===== src/rtl/soc_pkg.sv =====
// soc_pkg: shared SoC types for the adder datapath and its accumulator.
// Provides DATA_WIDTH/data_t for the adder and ACC_WIDTH/acc_t/acc_state_t
// for the sum accumulator.
package soc_pkg;

  localparam int DATA_WIDTH = 8;
  typedef logic [DATA_WIDTH-1:0] data_t;

  // Eight bits of headroom: at least 128 full-scale samples before a wrap.
  localparam int ACC_WIDTH = DATA_WIDTH + 8;
  typedef logic [ACC_WIDTH-1:0] acc_t;

  typedef enum logic {ACC_ACCUM, ACC_HOLD} acc_state_t;

endpackage


===== src/rtl/sum_accumulator_add_unit.sv =====
// acc_add_unit: combinational acc + zero-extended sample.
// Ports: acc (running total), sample ({carry, sum}), next_acc, ovf (carry out).
// With SUM_ACC_SATURATE_EN the result clamps to all-ones on carry; otherwise it wraps.
module acc_add_unit
  import soc_pkg::*;
#(
  parameter int ACC_WIDTH = soc_pkg::ACC_WIDTH
) (
  input  logic [ACC_WIDTH-1:0]  acc,
  input  logic [DATA_WIDTH:0]   sample,
  output logic [ACC_WIDTH-1:0]  next_acc,
  output logic                  ovf
);

  // One extra bit catches the carry out of the accumulator.
  logic [ACC_WIDTH:0] sum;

  assign sum = {1'b0, acc} + (ACC_WIDTH+1)'(sample);
  assign ovf = sum[ACC_WIDTH];

`ifdef SUM_ACC_SATURATE_EN
  // Once clamped, acc is all-ones, so any further non-zero sample carries
  // again and the total stays pinned for the rest of the window.
  assign next_acc = sum[ACC_WIDTH] ? {ACC_WIDTH{1'b1}} : sum[ACC_WIDTH-1:0];
`else
  assign next_acc = sum[ACC_WIDTH-1:0];
`endif

endmodule


===== src/rtl/sum_accumulator.sv =====
// sum_accumulator: sums {in_carry, in_sum} samples over a window of NUM_SAMPLES
// (or fewer on flush) and holds the total/count/overflow until out_ready.
// Ports: clk, rst_n (sync, active-low), in_* valid/ready sample input, flush,
// out_* held result handshake. Optional macro: SUM_ACC_SATURATE_EN (saturate
// instead of wrap). Result visible 1 cycle after the closing accept/flush;
// in_ready is low while a result is held, giving one bubble per window.
module sum_accumulator
  import soc_pkg::*;
#(
  parameter  int NUM_SAMPLES = 4,
  parameter  int ACC_WIDTH   = soc_pkg::ACC_WIDTH,
  localparam int CNT_W       = $clog2(NUM_SAMPLES + 1)
) (
  input  logic                 clk,
  input  logic                 rst_n,
  input  logic                 in_valid,
  output logic                 in_ready,
  input  data_t                in_sum,
  input  logic                 in_carry,
  input  logic                 flush,
  output logic                 out_valid,
  input  logic                 out_ready,
  output logic [ACC_WIDTH-1:0] out_acc,
  output logic [CNT_W-1:0]     out_count,
  output logic                 out_overflow
);

  acc_state_t           state, state_nxt;
  logic [ACC_WIDTH-1:0] acc;
  logic [CNT_W-1:0]     cnt;
  logic                 ovf;

  logic                 accept;
  logic                 close;
  logic [DATA_WIDTH:0]  sample;
  logic [ACC_WIDTH-1:0] add_acc;
  logic                 add_ovf;
  logic [ACC_WIDTH-1:0] acc_upd;
  logic [CNT_W-1:0]     cnt_upd;
  logic                 ovf_upd;

  // Derived from state directly (not in_ready) to keep the comb paths acyclic.
  assign accept = in_valid && (state == ACC_ACCUM);

  // Gate the sample so X on an idle bus never reaches the adder.
  assign sample = accept ? {in_carry, in_sum} : '0;

  acc_add_unit #(.ACC_WIDTH(ACC_WIDTH)) u_add (
    .acc      (acc),
    .sample   (sample),
    .next_acc (add_acc),
    .ovf      (add_ovf)
  );

  // Post-update values for this cycle (unchanged when nothing is accepted).
  assign acc_upd = accept ? add_acc : acc;
  assign cnt_upd = accept ? cnt + CNT_W'(1) : cnt;
  assign ovf_upd = accept ? (ovf | add_ovf) : ovf;

  // A flush on an empty window with no accept produces nothing.
  assign close = (state == ACC_ACCUM) &&
                 ((accept && (cnt == CNT_W'(NUM_SAMPLES - 1))) ||
                  (flush && ((cnt != '0) || accept)));

  always_ff @(posedge clk) begin
    if (!rst_n) state <= ACC_ACCUM;
    else        state <= state_nxt;
  end

  always_comb begin
    state_nxt = state;
    in_ready  = 1'b0;
    out_valid = 1'b0;
    case (state)
      ACC_ACCUM: begin
        in_ready = 1'b1;
        if (close) state_nxt = ACC_HOLD;
      end
      ACC_HOLD: begin
        out_valid = 1'b1;
        if (out_ready) state_nxt = ACC_ACCUM;
      end
      default: state_nxt = ACC_ACCUM;
    endcase
  end

  always_ff @(posedge clk) begin
    if (!rst_n) begin
      acc          <= '0;
      cnt          <= '0;
      ovf          <= 1'b0;
      out_acc      <= '0;
      out_count    <= '0;
      out_overflow <= 1'b0;
    end else if (state == ACC_ACCUM) begin
      acc <= acc_upd;
      cnt <= cnt_upd;
      ovf <= ovf_upd;
      if (close) begin
        out_acc      <= acc_upd;
        out_count    <= cnt_upd;
        out_overflow <= ovf_upd;
      end
    end else if (out_ready) begin
      // Result consumed: start a fresh window. out_* keep their last value.
      acc <= '0;
      cnt <= '0;
      ovf <= 1'b0;
    end
  end

endmodule


===== config.mk =====
export PLATFORM = sky130hd
export DESIGN_NAME = sum_accumulator
export DESIGN_NICKNAME = d
export VERILOG_FILES = /design/src/rtl/soc_pkg.sv /design/src/rtl/sum_accumulator_add_unit.sv /design/src/rtl/sum_accumulator.sv
export SDC_FILE = /design/constraint.sdc
export NUM_CORES = 1
export LEC_CHECK = 0
export ABC_AREA = 1
export BUFFER_PORTS_ARGS = -buffer_cell sky130_fd_sc_hd__buf_4
export CAP_MARGIN = 40
export CORE_MARGIN = 8
export CORE_UTILIZATION = 30
export DETAILED_ROUTE_END_ITERATION = 12
export GPL_ROUTABILITY_DRIVEN = 0
export PLACE_DENSITY = 0.54
export SYNTH_ARGS = -nofsm -noshare
export SYNTH_HDL_FRONTEND = slang
export SYNTH_SLANG_ARGS = --single-unit

===== constraint.sdc =====
create_clock -name clk -period 2.5 [get_ports clk]
set_clock_uncertainty 0.05 [all_clocks]
set_input_delay 0.5 -clock clk [delete_from_list [all_inputs] [get_ports clk]]
set_output_delay 0.5 -clock clk [all_outputs]
set_load 0.05 [all_outputs]

# Word level (Yosys, flattened, before mapping)
# Cells that the tools add are included.
[word_totals] register_bits=41 latchBits=0 ram_bits=0 mem_bits_ro=0 in_bits=14 output_inout_bits=22 elab_cells=36 mem_count=0
[classes] n_addsub=2 multipliers=0 div_mod_pow=0 order_cmp=0 n_eq_ne=2 shift=0 mux=15 bitwise_logic=2 reduce_logical=8
[ops] op="$mux W16" n=3
[ops] op="$add A16 B9 Y17" n=1
[ops] op="$mux W3" n=3
[ops] op="$mux W9" n=1
[ops] op="$mux W1" n=7
[ops] op="$logic_and A1 B1 Y1" n=4
[ops] op="$add A3 B1 Y3 const B" n=1
[ops] op="$eq A3 B2 Y1 const B" n=1
[ops] op="$reduce_bool A3 Y1" n=1
[ops] op="$logic_or A1 B1 Y1" n=2
[ops] op="$ne A2 B2 Y1 const B" n=1
[ops] op="$pmux W1 S2" n=1
[ops] op="$reduce_and A2 Y1" n=1
[ops] op="$not A1 Y1" n=1
[ops] op="$or A1 B1 Y1" n=1

# Logic depth before layout (Yosys ltp)
# Gate-level depths: netlist of run 1.
[logic_depth] word_depth=8 mapped_depth=16 mapped_depth_nobuf=15

# Hierarchy
# Synthesis of run 1 repeated with hierarchy kept, for this count alone.
[hier_totals] cells_unflattened=445 hier_area_um2=2705.1
[modules_own_cells] mod="sum_accumulator" n_inst=1 cells_each=299 area_each_um2=1960.6 seq_area_each_um2=820.8
[modules_own_cells] mod="acc_add_unit" n_inst=1 cells_each=146 area_each_um2=744.5 seq_area_each_um2=0.0

# Worst setup path before layout of run 1
# Ideal clock, no wire load.
[synth_path] path_type="reg2reg" from="register state" to="register acc[2]" setup_time_ns=0.128 arrival_time_ns=2.443 t_required_ns=2.322 setup_slack_ns=-0.121 stages_incl_launch_ff=12 n_path_buf=1 synth_period_minus_slack_ns=2.621 path_cell_list="dfxtp_1 inv_2 nand2_4 buf_2 nor2_1 ha_1 fa_1 or2_2 a31oi_1 o22ai_1 inv_1 nor2_1"
[synth_via] elab_chain_len=6 elab_cells_between_ends=7 cone_classes="add/sub (1); eq/ne (1); mux (3); bitwise (1); reduce/logical (1)"
[synth_lines] item="start: declaration" line="sum_accumulator.sv:28" rtl="acc_state_t state, state_nxt;"
[synth_lines] item="start signal: assignment" line="sum_accumulator.sv:67" rtl="else state <= state_nxt;"
[synth_lines] item="$not A1 Y1 (no line)"
[synth_lines] item="$logic_and A1 B1 Y1" line="sum_accumulator.sv:43" rtl="assign accept = in_valid && (state == ACC_ACCUM);"
[synth_lines] item="$mux W9" line="sum_accumulator.sv:46" rtl="assign sample = accept ? {in_carry, in_sum} : '0;"
[synth_lines] item="$add A16 B9 Y17" line="sum_accumulator_add_unit.sv:18" rtl="assign sum = {1'b0, acc} + (ACC_WIDTH+1)'(sample);"
[synth_lines] item="$mux W16" line="sum_accumulator.sv:56" rtl="assign acc_upd = accept ? add_acc : acc;"
[synth_lines] item="$mux W16" line="sum_accumulator.sv:95" rtl="end else if (state == ACC_ACCUM) begin"
[synth_lines] item="end signal: assignment" line="sum_accumulator.sv:96" rtl="acc <= acc_upd;"
[synth_lines] item="end: declaration" line="sum_accumulator.sv:29" rtl="logic [ACC_WIDTH-1:0] acc;"
# Several ways; a longest one is shown, not always the timed one.
# A chain may end at the register's enable or synchronous reset.

# Worst setup path in the final report of run 1
[layout_path] from="register state" to="register out_acc[8]"
[layout_via] elab_chain_len=7 elab_cells_between_ends=11 cone_classes="add/sub (1); mux (2); bitwise (1); reduce/logical (7)"
[layout_lines] item="$not A1 Y1 (no line) (*)"
[layout_lines] item="parallel branches: the longest is 6 deep, another holds $add A16 B9 Y17"
[layout_lines] item="end signal: assignment" line="sum_accumulator.sv:100" rtl="out_acc <= acc_upd;"
[layout_lines] item="end: declaration" line="sum_accumulator.sv:23" rtl="output logic [ACC_WIDTH-1:0] out_acc,"
# Every way passes the cells marked *.

==> flow_summary.toml, run 1 <==
[final_layout]
syn_to_final_growth_pct = 17.8
diodes = 0
drive_gt1_share_pct = 14.2
final_cell_mix = "nand2_1 (121), inv_1 (57), dfxtp_1 (40), buf_4 (40), nand3_1 (30)"
fin_nets = 449
layout_commonest_cell = "nand2_1"
finalNonFillerCells = 528

[placement]
hpwl_um = 5050
io_buffers = 35
place_inst = 520

[global_routing]
grt_max_degree = 27
grt.overflow.total = 0
grt_usage_pct = 12.0
grt_pass1_wl_um = 11300
antenna_found_initial = 0
grt_pass1_vias = 2444

[route]
post-route-drc-count = 0
vias = 2453
wirelength_um = 6690
ant_nets = 0
dr.first_iter.drc_count = 159
drt-vias-per-instance = 4.65
drtPass1Iterations = 4
avgRoutedWirePerCell_um = 12.7

[synth]
synth.distinct_cells = 33
yosysWarnings = 0
avgSynthCellArea_um2 = 6.48
syn_nets = 415
synth_edf_count = 0
syn_inst = 388
ys_top_cells_by_area = "dfxtp_1 (33%), nand2_1 (18%), inv_1 (8.5%), ha_1 (6.0%), nand3_1 (6.0%)"
synth-seq-cells = 41
synth_top_area_share_pct = 32.6
seq_area_frac_synth_pct = 32.6
synth_top_cell_by_area = "dfxtp_1"
synth_ff_type = "dfxtp_1"
synth.cell_area_mm2 = 0.00252
async_flop_share_pct = 0

[sta]
final-setup-viol-count = 0
fin_hold_ws_ns = 0.423
rsz0062_at_grt = "false"
hold_viol = 0
max_freq_ghz = 0.446
fin_crit_sh_pct = 89.8
fin_crit_ns = 2.24
final.setup.tns_ns = 0
final_max_slew_viol_count = 0
worst_slew_pin_slew_ns = 0.444
max_slew_margin_pct = 70.4

[worst_setup_path]
required_ns = 2.65
worstSetupEndpointType = "flip-flop"
reg2reg_slack_ns = 0.26
worstSetupStartpointType = "flip-flop"
critPathMaxFanout = 14
arrival_ns = 2.39
crit_type = "flip-flop to flip-flop"

[outcome]
status = "complete, no violations"

[clock_tree]
clock_latency_ns = 0.29
clock_path_buffers = 2
cts_tree = "yes"
cts_max_level = 2
cts_post_setup_buffers_inserted = 0
cts_hold_buf = 0
clock_sinks = 41
cts_made_buffers = 5
post_cts_resized = 0
root_buffer = "clkbuf_8"
clk_pin_slew_ns = 0.08

[power_and_ir_drop]
combPwrFrac_pct = 35.1
powerDensity_mw_per_mm2 = 626
sw_frac_of_total_pct = 39.0
intPower_uw = 1130
p_sw_uw = 722
total_leakage_power_uw = 0.00148
pwr-share-clk_pct = 23.7
ir_drop_mv = 0.235
seq_power_share_pct = 41.1

[job]
cap_violations = 0

[die]
coreArea_mm2 = 0.00818
die_w_um = 108
start_util_pct = 30.8
io_pins = 36
rows = 33
die-area_mm2 = 0.0116
fp.dieH_um = 108

[worst_hold_path]
hp-class = "flip-flop to flip-flop"
==> power groups by stage <==
stage / clock network [uW] / logic (uW) / registers [uW]
6_report: 440 / 651 / 763
5_1_grt: 486 / 722 / 775
4_1_cts: 457 / 660 / 765
3_5_place_dp: 0 / 657 / 780
3_3_place_gp: 0 / 653 / 779
2_1_floorplan: 0 / 334 / 920
==> registers in the layout, indices dropped and copies added (netlist names) <==
signal / count
state: 1
acc: 16
out_overflow: 1
ovf: 1
out_acc: 16
cnt: 3
out_count: 3
==> final timing paths <==
kind | from | end | cells past startpoint
setup reg to reg | state | out_acc[8] | 15
hold / removal | out_acc[1] | out_acc[1] | 2
hold reg to reg | out_acc[1] | out_acc[1] | 2
setup / recovery | state | out_acc[8] | 15
==> cells in the mapped netlist, types with 3 or more instances <==
cell,number
a21oi_1,26
buf_2,5
buf_6,3
clkbuf_1,4
dfxtp_1,41
ha_1,12
inv_1,57
nand2_1,121
nand3_1,30
nand3_2,3
nor2_1,25
nor3_1,4
o211ai_1,4
o21ai_0,17
o21bai_1,6
or2_2,4
==> critical path, cell delays in order, from the launching register on <==
cell and delay (ns):
dfxtp_2 0.37, inv_2 0.07, nand2_4 0.16, nor2_1 0.06
ha_1 0.22, fa_1 0.41, nand2_1 0.11, nand3_1 0.13
nand3_1 0.12, nand2_1 0.06, nand2_1 0.06, nand3_1 0.07
o21ai_0 0.10, nand2_1 0.07, nand3_1 0.07, inv_1 0.04
==> stage by stage <==
step / instance area [um^2] / power, uW / utilization [%] / worst slack (ns)
2_1_floorplan: 2520 / 1250 / - / 0.0958
3_3_place_gp: 2880 / 1430 / 35.2 / 0.0879
3_5_place_dp: 2880 / 1440 / 35.2 / 0.0448
4_1_cts: 2960 / 1880 / 36.2 / 0.250
5_1_grt: 2960 / 1980 / 36.2 / 0.000630
6_report: 2960 / 1850 / 36.2 / 0.256
==> area by class of cell <==
type,count,area (um^2)
fillers,886,5210
inverters,60,225
well taps,105,131
clock inverters,2,10.0
repair buffers,41,320
flip-flops and latches,41,822
multi-input cells,273,1380
clock buffers,6,72.6
==> per-layer routing <==
layer  share of wire [%]  track usage (%)
met1                  45             14.2
met2                  47             20.2
met3                 5.2             2.99
met4                 2.3             5.05
met5                   0                0
==> kinds of logic after synthesis <==
logic type	Yosys count	synth area share, %
xor+xnor	3	1.04
buf+inv	74	12.5
compound gates	64	14.6
simple gates	193	32.5
fa+ha+maj	13	6.76
flops	41	32.6
Note: power is estimated with default switching activity, not from simulation.
==> run 2, diff against run 1 <==
--- a/config.mk
+++ b/config.mk
@@ -12,7 +12,7 @@
 export CORE_UTILIZATION = 30
 export DETAILED_ROUTE_END_ITERATION = 12
 export GPL_ROUTABILITY_DRIVEN = 0
-export PLACE_DENSITY = 0.54
+export PLACE_DENSITY = 0.56
 export SYNTH_ARGS = -nofsm -noshare
 export SYNTH_HDL_FRONTEND = slang
 export SYNTH_SLANG_ARGS = --single-unit
==> constraint.sdc (replaced) <==
create_clock -name clk -period 1.9 [get_ports clk]
set_clock_uncertainty 0.05 [all_clocks]
set_input_delay 0.38 -clock clk [delete_from_list [all_inputs] [get_ports clk]]
set_output_delay 0.38 -clock clk [all_outputs]
set_load 0.05 [all_outputs]
==> flow_summary.toml, run 2 (synthesis gave the netlist of run 1 again) <==
[outcome]
status = "complete, but fails checks"
violations = "setup timing"

[worst_setup_path]
required_ns = 2.05
critPathMaxFanout = 7
crit_type = "flip-flop to flip-flop"
arrival_ns = 2.23
worstSetupStartpointType = "flip-flop"
worstSetupEndpointType = "flip-flop"

[power_and_ir_drop]
powerDensity_mw_per_mm2 = 761
combPwrFrac_pct = 39.5
p_sw_uw = 1060
ir_drop_mv = 0.542
intPower_uw = 1690
seq_power_share_pct = 36.7
sw_frac_of_total_pct = 38.5
pwr-share-clk_pct = 23.8
total_leakage_power_uw = 0.00170
total_power_uw = 2750

[die]
die-area_mm2 = 0.0116
die_w_um = 108
start_util_pct = 30.8
io_pins = 36
rows = 33
coreArea_mm2 = 0.00818
fp.dieH_um = 108

[clock_tree]
clk_pin_slew_ns = 0.08
cts_made_buffers = 5
clock_path_buffers = 2
root_buffer = "clkbuf_8"
cts_tree = "yes"
clock_sinks = 41
cts_max_level = 2
clock_latency_ns = 0.30
cts_hold_buf = 0

[sta]
fin_crit_sh_pct = 109
final-setup-viol-count = 25
final_max_slew_viol_count = 0
fin_crit_ns = 2.07
rsz0062_at_grt = "true"
max_slew_margin_pct = 67.8
worst_slew_pin_slew_ns = 0.482
hold_viol = 0
setup_ws_ns = -0.172
max_freq_ghz = 0.483

[placement]
dpl_cell_area_mm2 = 0.00311
pre_cts_slack_ns = -0.298
io_buffers = 35
hpwl_um = 5180

[final_layout]
final_cell_mix = "nand2_1 (96), buf_4 (66), inv_1 (53)"
drive_gt1_share_pct = 35.8
fin_nets = 478
final_area_mm2 = 0.00362
seq_area_um2 = 825
multi_input_area_mm2 = 0.00179
nFillCells = 841
largestRegisters = "acc x16, out_acc x16"
diodes = 0
layout_commonest_cell = "nand2_1"
syn_to_final_growth_pct = 43.8

[route]
post-route-drc-count = 0
ant_nets = 0
drt-vias-per-instance = 4.71
avgRoutedWirePerCell_um = 13.3
wirelength_um = 7400
drtPass1Iterations = 4
vias = 2621
dr.first_iter.drc_count = 155

[worst_hold_path]
hp-class = "input port to flip-flop"

[global_routing]
grt_usage_pct = 13.0
grt.overflow.total = 0
grt_pass1_wl_um = 12300
grt_max_degree = 27
antenna_found_initial = 0
grt_pass1_vias = 2611

[job]
cap_violations = 0
[run 2: metrics by stage]
stage | instances | utilization [%] | setup TNS (ns) | hold slack [ns]
2_1_floorplan | 388 | - | -2.84 | 0.407
3_3_place_gp | 541 | 38.0 | -4.25 | 0.410
3_5_place_dp | 541 | 38.0 | -5.06 | 0.410
4_1_cts | 555 | 41.9 | -1.55 | 0.404
5_1_grt | 557 | 44.3 | -5.54 | 0.428
6_report | 557 | 44.3 | -2.03 | 0.408
[run 2: area by class of cell]
class | count | area share [%]
clock buffer | 7 | 2.66
clock inverter | 1 | 0.138
inverter | 60 | 6.29
multi-input combinational | 273 | 49.4
sequential | 41 | 22.8
tap | 105 | 3.63
timing repair buffer | 70 | 15.0
[run 2: final timing paths]
kind / from / endpoint / slack, ns / depth (start not counted)
min reg2reg: out_count[1] / out_count[1] / 0.43 / 2
min: rst_n / acc[1] / 0.41 / 3
max: state / out_acc[8] / -0.17 / 15
max reg2reg: state / out_acc[8] / -0.17 / 15
[run 2: power groups by stage]
| stage | Combinational, uW | Clock, uW | Sequential (uW) |
|---|---|---|---|
| after floorplan | 466 | 0 | 1210 |
| after global placement | 934 | 0 | 1020 |
| after detailed placement | 945 | 0 | 1020 |
| after CTS | 1010 | 672 | 1010 |
| after global routing | 1190 | 709 | 1020 |
| final | 1090 | 656 | 1010 |
[run 2: per-layer routing]
layer / share of wire [%] / wire length [um] / GRT usage (%)
met1: 47 / 3480 / 16.1
met2: 46 / 3430 / 21.3
met3: 4.6 / 340 / 3.23
met4: 1.9 / 142 / 4.36
met5: 0 / 0 / 0
[run 2: what timing repair did]
action / 4_1_cts / 5_1_grt
resized for setup: 36 / 43
pin swaps: 29 / 33
endpoints found under the setup margin: 28 / 30
buffers inserted: 6 / 2
[run 2: worst max-delay path, cell delays in order (launching register included)]
cell,delay (ns)
dfxtp_4,0.36
inv_4,0.04
nand2_8,0.11
buf_8,0.15
nor2_4,0.05
fa_2,0.42
nand2_2,0.12
nand3_4,0.09
nand3_2,0.09
nand2_1,0.05
nand2_1,0.08
nand3_2,0.08
o21ai_2,0.09
nand2_1,0.08
nand3_1,0.07
inv_1,0.04
==> run 3, diff against run 2 <==
--- a/config.mk
+++ b/config.mk
@@ -5,7 +5,6 @@
 export SDC_FILE = /design/constraint.sdc
 export NUM_CORES = 1
 export LEC_CHECK = 0
-export ABC_AREA = 1
 export BUFFER_PORTS_ARGS = -buffer_cell sky130_fd_sc_hd__buf_4
 export CAP_MARGIN = 40
 export CORE_MARGIN = 8
==> flow_summary.toml, run 3 <==
[sta]
fin_crit_sh_pct = 127
final-setup-viol-count = 27
final_max_slew_viol_count = 0
worst_slew_pin_slew_ns = 0.342
rsz0062_at_grt = "true"
fin_hold_ws_ns = 0.326
final.setup.tns_ns = -9.07
fin_crit_ns = 2.41
setup_ws_ns = -0.508
max_slew_margin_pct = 77.0
hold_viol = 0
max_freq_ghz = 0.415

[final_layout]
final_cell_mix = "buf_4 (79), nand2_1 (42), dfxtp_1 (40)"
layout_commonest_cell = "buf_4"
final_area_mm2 = 0.00332
fin_nets = 374
syn_to_final_growth_pct = 50.9
nFillCells = 693
seq_area_um2 = 825
largestRegisters = "acc x16, out_acc x16"
drive_gt1_share_pct = 41.7
diodes = 0
multi_input_area_mm2 = 0.00159

[placement]
io_buffers = 35
hpwl_um = 4510
pre_cts_slack_ns = -0.807
dpl_cell_area_mm2 = 0.00289

[global_routing]
grt_pass1_vias = 2030
grt_busiest_layer = "met2"
met1_usage_pct = 16.1
use_met3_pct = 3.02
grt_pass1_wl_um = 10200
grt_max_degree = 20
grt.met2_usage_pct = 20.3
grt.overflow.total = 0
antenna_found_initial = 0
grt_usage_pct = 12.7

[synth]
synth.cell_area_mm2 = 0.00220
synth-seq-cells = 41
synth_top_family_by_area = "compound AO/OA/AOI/OAI gates"
yosysMostFrequentCell = "nand2_1"
syn_nets = 299
synth_compound_area_share_pct = 23.5
muxShareOfSynthArea_pct = 1.48
synth_edf_count = 0
synth_adder_area_share_pct = 7.73
yosysWarnings = 0
syn_inst = 272
seq_area_frac_synth_pct = 37.3
async_flop_share_pct = 0
synth_top_area_share_pct = 37.3
ys_top_cells_by_count = "nand2_1 (43), a21oi_1 (42), dfxtp_1 (41)"
synth_ff_type = "dfxtp_1"
synth_xor_area_share_pct = 4.77
synthSimpleGateAreaFrac_pct = 20.3
ys_top_cells_by_area = "dfxtp_1 (37%), a21oi_1 (9.5%), nand2_1 (7.3%), ha_1 (6.8%), nor2_1 (3.9%)"
avgSynthCellArea_um2 = 8.10
synth_top_cell_by_area = "dfxtp_1"
synth.distinct_cells = 44

[worst_setup_path]
crit-reg2reg-capture = "out_overflow"
reg2reg_from = "state"
crit_type = "flip-flop to flip-flop"
required_ns = 2.05
crit_chain = "nor2b_4, buf_6, and2_4, ha_4, fa_2, a21o_1, a21oi_4, o31ai_4, nand4_1, buf_4, nor2_4, o31a_1"
startpoint = "state"
critPathMaxFanout = 7
reg2reg_slack_ns = -0.51
rr_worst_depth = 12
worstSetupEndpointType = "flip-flop"
slowest_stage = "dfxtp_4"
worstSetupStartpointType = "flip-flop"
critPathMaxStageDelay_ns = 0.36
arrival_ns = 2.56
crit_end = "out_overflow"

[die]
die-area_mm2 = 0.0103
coreArea_mm2 = 0.00718
rows = 31
fp.dieH_um = 102
start_util_pct = 30.7
die_w_um = 102
io_pins = 36

[clock_tree]
cts_made_buffers = 5
clock_sinks = 41
root_buffer = "clkbuf_8"
clock_latency_ns = 0.31
cts_max_level = 2
clk_pin_slew_ns = 0.09
cts_tree = "yes"
cts_hold_buf = 0
clock_path_buffers = 2

[power_and_ir_drop]
total_power_uw = 2410
total_leakage_power_uw = 0.00136
powerDensity_mw_per_mm2 = 725
ir_drop_mv = 0.400

[outcome]
violations = "setup timing"
status = "complete, but fails checks"

[route]
ant_nets = 0
drtPass1Iterations = 5
dr.first_iter.drc_count = 87
wirelength_um = 6340
post-route-drc-count = 0
avgRoutedWirePerCell_um = 14.2
vias = 2120
drt-vias-per-instance = 4.74

[job]
cap_violations = 0

[worst_hold_path]
hp-class = "input port to flip-flop"
==> run 3: area by class of cell <==
class	count	share of cell area, %
clock buffer	6	2.48
tap	99	3.73
sequential	41	24.8
inverter	8	0.904
timing repair buffer	83	19.2
clock inverter	2	1.13
multi-input combinational	208	47.7
==> run 3: worst min path at each step <==
stage,slack [ns],from,endpoint,depth (start not counted)
global placement,0.39,out_acc[2],out_acc[2],2
detailed placement,0.40,out_acc[2],out_acc[2],2
finish,0.33,out_ready,acc[6],3
CTS,0.32,out_ready,acc[6],3
floorplan,0.39,ovf,out_overflow,1
global route,0.33,out_ready,acc[6],3
==> run 3: worst max-delay path, delay by kind of cell, from the launching register on <==
| kind | cells | cell delay, ns |
|---|---|---|
| AOI/OAI and AO/OA | 4 | 0.71 |
| adders and majority gates | 2 | 0.51 |
| and+or+nand+nor | 4 | 0.39 |
| buffers and inverters | 2 | 0.28 |
| DFF | 1 | 0.36 |
==> run 3: metal layers <==
layer,wire [um],vias up
met5,0,-
met4,87,0
met3,288,8
met2,3010,36
met1,2950,974
li1,-,1102
==> run 3: what timing repair did <==
action / CTS / global route
cloned: 1 / 0
resized for setup: 31 / 20
pin swaps: 25 / 15
setup endpoints to repair: 29 / 31
buffers inserted: 5 / 3
==> run 3: per-stage QoR <==
step,instances,utilization [%]
6_report,447,46.3
2_1_floorplan,272,-
5_1_grt,447,46.3
3_5_place_dp,430,40.3
3_3_place_gp,430,40.3
4_1_cts,444,44.7
==> run 3: cell families after synthesis <==
kind of cell    count (synthesis)
buf+inv                        23
compound gates                 82
flops                          41
fa+ha+maj                      13
xor+xnor                       12
simple gates                   98
mux                             3
==> run 3: power by group <==
group	total (uW)	leakage (uW)	switching [uW]	internal, uW
sequential	954	0.000335	38.1	915
clock	764	0.0000574	336	428
combinational	691	0.000966	411	280
